### config.mk
export PLATFORM = sky130hd
export DESIGN_NAME = instr_trace_fifo
export DESIGN_NICKNAME = d
export VERILOG_FILES = /design/src/rtl/instr_trace_fifo.sv
export SDC_FILE = /design/constraint.sdc
export NUM_CORES = 1
export LEC_CHECK = 0
export ABC_AREA = 0
export CAP_MARGIN = 25
export CORE_ASPECT_RATIO = 1.25
export CORE_UTILIZATION = 32
export DETAILED_ROUTE_END_ITERATION = 7
export PLACE_DENSITY_LB_ADDON = 0.08
export SYNTH_ARGS = -nofsm -noshare
export SYNTH_HDL_FRONTEND = slang
export SYNTH_SLANG_ARGS = --single-unit
export TNS_END_PERCENT = 5
### constraint.sdc
create_clock -name clk -period 12.2 [get_ports clk]
set_input_delay 1.83 -clock clk [delete_from_list [all_inputs] [get_ports clk]]
set_output_delay 1.83 -clock clk [all_outputs]
set_load 0.01 [all_outputs]
### src/rtl/instr_trace_fifo.sv
// Instruction trace FIFO: show-ahead buffer of fetched (warp, instruction, PC) entries for a disassembler.
// Optional build macro TRACE_NOOP_FILTER_EN: when defined, NOOP-class opcodes are filtered before storage.
module instr_trace_fifo #(
    parameter int unsigned DEPTH = 8,
    parameter int unsigned CNT_W = 16
) (
    input  logic                    clk,
    input  logic                    rst_n,
    input  logic                    fetch_valid,
    input  logic [7:0]              one_hot_warp_ID_in,
    input  logic [31:0]             instruction_in,
    input  logic [31:0]             PC_in,
    input  logic [7:0]              warp_mask,
    input  logic                    trace_ready,
    output logic                    trace_valid,
    output logic [7:0]              one_hot_warp_ID,
    output logic [31:0]             instruction_out,
    output logic [31:0]             PC,
    output logic [$clog2(DEPTH):0]  count,
    output logic                    full,
    output logic                    empty,
    output logic [CNT_W-1:0]        drop_cnt,
    output logic                    bad_warp_err
);

    localparam int unsigned PTR_W = (DEPTH > 1) ? $clog2(DEPTH) : 1;
    localparam int unsigned OCC_W = $clog2(DEPTH) + 1;
    localparam logic [31:0] NOOP  = 32'h0400_0000;

    typedef struct packed {
        logic [7:0]  warp;
        logic [31:0] instr;
        logic [31:0] pc;
    } entry_t;

    entry_t           mem [DEPTH];
    logic [PTR_W-1:0] wr_ptr;
    logic [PTR_W-1:0] rd_ptr;

    logic             warp_one_hot_c;
    logic             warp_enabled_c;
    logic             noop_hit_c;
    logic             push_req_c;
    logic             push_c;
    logic             pop_c;
    logic             drop_c;
    logic             bad_warp_c;
    logic [OCC_W-1:0] count_nxt_c;

    // Qualify the fetch offer and resolve push/pop/drop for this cycle.
    always_comb begin
        warp_one_hot_c = $onehot(one_hot_warp_ID_in);
        warp_enabled_c = warp_one_hot_c && ((one_hot_warp_ID_in & warp_mask) != 8'h00);
`ifdef TRACE_NOOP_FILTER_EN
        noop_hit_c     = (instruction_in[31:26] & 6'b101111) == 6'b000001;
`else
        noop_hit_c     = 1'b0;
`endif
        push_req_c     = fetch_valid && warp_enabled_c && !noop_hit_c;
        pop_c          = !empty && trace_ready;
        push_c         = push_req_c && (!full || pop_c);
        drop_c         = push_req_c && full && !pop_c;
        bad_warp_c     = fetch_valid && !warp_one_hot_c;

        count_nxt_c = count;
        case ({push_c, pop_c})
            2'b10:   count_nxt_c = count + OCC_W'(1);
            2'b01:   count_nxt_c = count - OCC_W'(1);
            default: count_nxt_c = count;
        endcase
    end

    // Pointers, occupancy, flags and error/drop bookkeeping.
    always_ff @(posedge clk or negedge rst_n) begin
        if (!rst_n) begin
            wr_ptr       <= '0;
            rd_ptr       <= '0;
            count        <= '0;
            empty        <= 1'b1;
            full         <= 1'b0;
            drop_cnt     <= '0;
            bad_warp_err <= 1'b0;
        end else begin
            if (push_c) wr_ptr <= wr_ptr + PTR_W'(1);
            if (pop_c)  rd_ptr <= rd_ptr + PTR_W'(1);
            count <= count_nxt_c;
            empty <= (count_nxt_c == '0);
            full  <= (count_nxt_c == OCC_W'(DEPTH));
            if (drop_c && (drop_cnt != '1)) drop_cnt <= drop_cnt + CNT_W'(1);
            if (bad_warp_c) bad_warp_err <= 1'b1;
        end
    end

    // Entry storage is not reset; the empty flag masks stale contents.
    always_ff @(posedge clk) begin
        if (push_c) begin
            mem[wr_ptr] <= '{warp: one_hot_warp_ID_in, instr: instruction_in, pc: PC_in};
        end
    end

    // Show-ahead head view, forced to NOOP/zero while empty.
    always_comb begin
        trace_valid     = !empty;
        one_hot_warp_ID = 8'h00;
        instruction_out = NOOP;
        PC              = 32'h0;
        if (!empty) begin
            one_hot_warp_ID = mem[rd_ptr].warp;
            instruction_out = mem[rd_ptr].instr;
            PC              = mem[rd_ptr].pc;
        end
    end

endmodule

==> reports/metrics.cfg <==
[floorplan]
die-area_mm2=0.0744
initial_core_util_pct=32.5
ios=180
die_w_um=244
rows=110
die_h_um=305
core_area_mm2=0.0723

[synth]
synth_edf_count=576
ys_async_sr_fraction_pct=4.79
yosysMostFrequentCell=edfxtp_1
synthTopCellsByArea=edfxtp_1, mux4_2, mux2i_1
yosys_warnings=0
synth_cell_type_count=41
yosysSeqAreaShare_pct=76.8
syn_avg_cell_area_um2=21.8
ys.flop_type=edfxtp_1
ys_ff_latch=605
syn_area_mm2=0.0235
synth_cells=1074
yosysTopAreaCellShare_pct=73.7
synth_commonest_cells=edfxtp_1, mux4_2, nor2_1
syn_nets=1171
synth_top_area_cell=edfxtp_1

[layout]
diodes=0
fillers=6556
drive_gt1_share_pct=20.5
final_nets=1393
fin_util_pct=39.3
area_delta_synth_final_pct=21.2

[critical_path]
cp-end-kind=flip-flop
cp.required_ns=12.40
r2r_slack_ns=8.78
worst_path_largest_cell_delay_ns=0.74
slowest_stage=buf_4
crit_arrival_ns=7.45
path_cells=clkdlybuf4s50_1 > inv_1 > fa_1 > fa_1 > fa_1 > inv_1 > ha_1 > inv_1 > fa_1 > and3b_1 > a31oi_1 > nor2_1 > nand3_1 > nor4b_4 > buf_4 > buf_4
reg2reg_depth=6
path_max_fanout=47
cp-start-kind=input pin
crit_type=in -> reg
crit_top_cell=fa_1

[power_and_ir_drop]
total_power_uw=6100
peakVddDrop_uv=111
power_density_mw_per_mm2=215
p_leak_uw=0.00926

[clock_tree]
cts_buffers=66
root_buffer=clkbuf_16
worstSkewPairLatency_ns=0.59
clockBufferDepth=3
postCtsSetupBuffers=0
htree_levels=3
cts_num_sinks=605
tritoncts=yes
clk_pin_slew_worst_paths_ns=0.06
cts.repair.resized=0
cts_hold_buf=0

[routing]
routed_wl_um=53700
drt_iter0_drc=627
route.detailed.drc=0
viasPerCell=4.79
via_count=11000
routedWlPerCell_um=23.4
ant_nets=0
drt-pass1-iter-count=4

[timing]
whs_ns=0.464
min_period_ns=7.25
finalMaxSlewViolations=0
tns_ns=0
slew_headroom_pct=31.2
fmax_mhz=138
finalCritPeriodShare_pct=59.4
worst-slew-pin-transition_ns=1.03
hold_violations=0
rsz0062_at_grt=false
skew_ns=0.0156
finalSetupViolCount=0

[placed_design]
portBuffers=179
gp_congestion=0.691
hpwl_um=29700

[global_route]
grt_pass1_wl_um=80400
grt_overflow=0
grt_usage_pct=14.7
grt_max_degree=63
antenna_found_initial=1
grt_pass1_vias=12400

[min_path]
min_path_cells=1
min_path_type=reg -> reg

[flow_run]
maxCapViolCount=0

[status]
status=finished, final reports clean

## state kept, by name, summed over array words and instances (netlist names)
signal,flops
mem,576
drop_cnt,16
count,4
rd_ptr,3
wr_ptr,3
bad_warp_err,1
empty,1
full,1
## per-layer routing
metal	part of all wire, %	track usage (%)	vias up
li1	-	-	4846
met5	0.024	0	-
met3	4.5	2.93	71
met4	1.6	3.98	2
met2	51	25.3	237
met1	43	19.0	5828
## cell type report
cell class | count | area (µm²) | share of cell area (%)
Sequential cell | 605 | 18000 | 63.5
Multi-Input combinational cell | 402 | 5170 | 18.2
Timing Repair Buffer | 204 | 2000 | 7.04
Clock buffer | 83 | 1780 | 6.26
Tap cell | 952 | 1190 | 4.19
Clock inverter | 28 | 174 | 0.612
Inverter | 17 | 63.8 | 0.225
## cell families after synthesis
| group | count (synthesis) | share of synthesized area [%] |
|---|---|---|
| DFF | 605 | 76.8 |
| muxes | 219 | 17.0 |
| and+or+nand+nor | 134 | 2.71 |
| buffers and inverters | 67 | 1.32 |
| xor gates and xnor gates | 22 | 0.854 |
| AOI/OAI and AO/OA | 14 | 0.400 |
| adders and majority gates | 13 | 0.822 |
## report_power, final
part	internal [µW]	switching [µW]	leakage [µW]
clock network	1050	780	0.000957
logic	958	798	0.00275
registers	2360	155	0.00555
## layout by cell type (no fill, tap or decap), drive strengths merged
master	instances
a21oi	4
and3	5
nand3	8
nor4b	3
mux4	144
xor2	9
a31oi	4
o32a	1
edfxtp	576
mux2i	72
and3b	1
and4b	1
nand4	6
dfrtp	28
bufinv	1
nor2b	4
nor3	3
nand2	10
nor4	2
and2b	1
clkinvlp	1
and2	4
a21o	1
clkdlybuf4s50	179
mux2	3
fa	4
inv	19
ha	9
xnor2	13
clkinv	24
nor3b	2
buf	25
nand2b	1
clkbuf	83
dfstp	1
and4	3
a22oi	4
nor2	80
## metrics by stage
stage                     setup WS (ns)  cells  area [µm²]
final                              4.95   2291       28400
after floorplan                  -0.683   1074       23500
after CTS                          4.82   2290       28400
after detailed placement           4.20   2179       26400
after global routing               4.50   2291       28400
after global placement             4.30   2179       26400
## path summary, 6_finish.rpt
| kind | start | end |
|---|---|---|
| setup / recovery | one_hot_warp_ID_in[0] | mem[2][54] |
| hold / removal | bad_warp_err | bad_warp_err |
| setup reg to reg | empty | mem[2][54] |
| hold reg to reg | bad_warp_err | bad_warp_err |
| max in group asynchronous | rst_n | rd_ptr[2] |
| min in group asynchronous | rst_n | drop_cnt[2] |
## critical path, delay by kind of cell
kind	cells	cell delay, ns
AOI/OAI and AO/OA	1	0.13
buffers and inverters	6	2.18
and+or+nand+nor	4	1.12
adders and majority gates	5	2.14
(Power assumes the default switching activity.)
==> RTL edit (same flow settings) <==
Put one more register stage on the output `drop_cnt`, cleared by the reset. The value now appears one clock later. The other outputs are not delayed to match.
--- a/src/rtl/instr_trace_fifo.sv
+++ b/src/rtl/instr_trace_fifo.sv
@@ -33,4 +33,6 @@
         logic [31:0] pc;
     } entry_t;
+
+    logic [CNT_W-1:0] drop_cnt_s0;
 
     entry_t           mem [DEPTH];
@@ -79,5 +81,5 @@
             empty        <= 1'b1;
             full         <= 1'b0;
-            drop_cnt     <= '0;
+            drop_cnt_s0  <= '0;
             bad_warp_err <= 1'b0;
         end else begin
@@ -87,5 +89,5 @@
             empty <= (count_nxt_c == '0);
             full  <= (count_nxt_c == OCC_W'(DEPTH));
-            if (drop_c && (drop_cnt != '1)) drop_cnt <= drop_cnt + CNT_W'(1);
+            if (drop_c && (drop_cnt_s0 != '1)) drop_cnt_s0 <= drop_cnt_s0 + CNT_W'(1);
             if (bad_warp_c) bad_warp_err <= 1'b1;
         end
@@ -112,4 +114,12 @@
     end
 
+    always_ff @(posedge clk or negedge rst_n) begin
+        if (!rst_n) begin
+            drop_cnt <= '0;
+        end else begin
+            drop_cnt <= drop_cnt_s0;
+        end
+    end
+
 endmodule
 
Function: same outputs for any inputs over 4 cycles, from zero or initial values and one cycle with rst_n low; that may be too few to reach the edited logic, so the function may still have changed.
==> RTL edit against the original RTL <==
The run now ends with design-rule violations left; area after synthesis is 2.3% higher; setup slack improved by 0.018 ns; total power rose by 3.6%; wire length is 1.7% higher; fmax rose by 0.25%; clock power increased by 9%; critical path depth shrank 2; core utilization grew 0.094 points; non-clock buffer count fell by 9; cell area is 2.3% higher; sequential cell count rose by 16; critical path type unchanged; critical endpoint is now mem[3][54]$_DFFE_PP_.
==> RTL edit: results (changes against the original RTL) <==
- # fillers: 6609 (+0.81%)
- Crit path DAT: 7.44 ns (about the same)
- Worst relative slew slack: 0.3678 (+0.05619)
- Main area contributors after synthesis: edfxtp_1, mux4_2, dfrtp_1
- Register area share after synthesis: 0.7681 (about the same)
- Hold Slack: 0.4318 ns (-0.03184 ns)
- Slowest stage cell on the critical path: and4b_4
- Via/cell ratio: 4.806 (+0.24%)
- Top delay family on crit path: adder cells
- Clock transition at the registers of the reported paths: 0.06 ns (about the same)
- Worst reg2reg startpoint: empty$_DFF_PN1_
- Syn_area_per_cell: 21.98 µm² (+0.67%)
- Internal power: 0.004554 W (+4.3%)
- Failing checks: design-rule violations
- Yosys cell types: 47 (+15%)
- Critical path fanouts, max: 39 (-17%)
- Layout cell share with drive strength beyond 1: 0.2046 (about the same)
- CTS Buf Count: 66 (unchanged)
- First-pass GRT wire length: 82170 µm (+2.2%)
- Ys flop type: edfxtp_1
- HP Start: drop_cnt_s0[5]$_DFFE_PN0P_
- Worst Hold Class: flop to flop
- Wire length per cell: 23.57 µm (+0.65%)
- R2r worst-path depth: 7 (+1)
- Synth top cells by count: edfxtp_1, mux4_2, nor2_1
- Drc violations: 16 (+16)
- Hold Crit Endpoint: drop_cnt[5]$_DFF_PN0_
- Gr usage total: 0.1483 (+0.0009072)
- R2r endpoint: mem[3][54]$_DFFE_PP_
- Placed wire-length estimate: 29760 µm (+0.26%)
- Peak VDD IR: 133.3 µV (+20%)
- Hold depth: 0 (-1)
- Biggest regs: mem: 576 flops, drop_cnt: 16 flops, drop_cnt_s0: 16 flops
- Syn Nets: 1188 (+1.5%)
- Vias in the first global route: 12410 (+0.26%)
- Pleak: 9.558 nW (+3.2%)
- Worst Skew: 0.01886 ns (+0.003276 ns)
- Largest net degree at the start of global routing: 125 (+98%)
- R2R Setup Slk: 8.45 ns (-0.33 ns)
- Fraction of registers with async set/reset: 0.07246 (+0.02453)
- Post-layout nets: 1400 (+0.50%)
- Initial drt markers: 606 (-3.3%)
- Total Wirelength: 54550 µm (+1.7%)
- Gp weighted congestion: 0.6828 (-1.1%)
- TritonRoute pass-1 iters: 7 (+3)
- Cell count after placement: 2194 (+0.69%)
- Largest stage delay, worst path: 0.83 ns (+0.09 ns)
- Initial antenna violation count: 3 (+2)
- Number of port buffers: 179 (unchanged)
- Ant diodes: 0 (unchanged)
- Status: finished, violations left
- Max-cap violations: 0 (unchanged)
RTL edit: stage by stage:
step	setup slack, ns	cell area [µm²]	total power [W]	util
finish	4.965	29080	0.006322	0.3943
global placement	4.270	26880	0.004447	0.3645
detailed placement	4.187	26910	0.004447	0.3648
CTS	4.850	29050	0.006469	0.3939
floorplan	2.795	23990	0.003646	-
global route	4.574	29080	0.006643	0.3943
RTL edit: final cells by class:
class,instances,area [µm²],share of cell area
clock buffers,87,1868,0.06425
flip-flops and latches,621,18440,0.6341
multi-input cells,402,5258,0.1808
clock inverters,32,275.3,0.009467
inverters,17,63.81,0.002195
repair buffers,195,1972,0.06782
well taps,960,1201,0.04131
RTL edit: logic make-up after synthesis:
logic type,count (synthesis),share of synthesized area
AO/OA/AOI/OAI,13,0.005165
XOR/XNOR,23,0.008398
adder cells (fa/ha/maj),13,0.008034
buffers and inverters,68,0.01440
flip-flops,621,0.7681
multiplexers,220,0.1671
AND/OR/NAND/NOR,133,0.02874
RTL edit: routing by layer:
| layer | GRT usage | routed length, µm | up-vias | part of all wire |
|---|---|---|---|---|
| met1 | 0.1904 | 23650 | 5927 | 0.43 |
| met3 | 0.02985 | 2181 | 81 | 0.040 |
| met4 | 0.03919 | 914 | 6 | 0.017 |
| met2 | 0.2540 | 27770 | 211 | 0.51 |
| met5 | 0 | 33 | - | 0.00060 |
| li1 | - | - | 4896 | - |
RTL edit: how the worst max path moves through the flow:
| stage | start | end | cells after the start |
|---|---|---|---|
| after floorplan | one_hot_warp_ID_in[0] | mem[2][0]$_DFFE_PP_ | 13 |
| after global placement | one_hot_warp_ID_in[0] | mem[3][53]$_DFFE_PP_ | 14 |
| after detailed placement | one_hot_warp_ID_in[1] | mem[3][53]$_DFFE_PP_ | 14 |
| after CTS | one_hot_warp_ID_in[1] | mem[3][54]$_DFFE_PP_ | 14 |
| after global routing | one_hot_warp_ID_in[0] | mem[3][66]$_DFFE_PP_ | 14 |
| final | one_hot_warp_ID_in[1] | mem[3][54]$_DFFE_PP_ | 14 |
RTL edit: power groups by stage:
stage | logic [W] | registers, W | clock network, W
2_1_floorplan | 0.00116 | 0.00249 | 0
3_3_place_gp | 0.00184 | 0.00261 | 0
3_5_place_dp | 0.00184 | 0.00261 | 0
4_1_cts | 0.00184 | 0.00257 | 0.00206
5_1_grt | 0.00195 | 0.00256 | 0.00213
6_report | 0.00179 | 0.00254 | 0.00199
RTL edit: worst register-to-register path, cell delays in order, from the launching register on:
cell and delay [ns]:
dfstp_4 0.55, buf_16 0.26, nand2b_4 0.24, nand2_1 0.07, nand2_1 0.08, nor3_2 0.58, and4b_4 0.84, buf_4 0.73
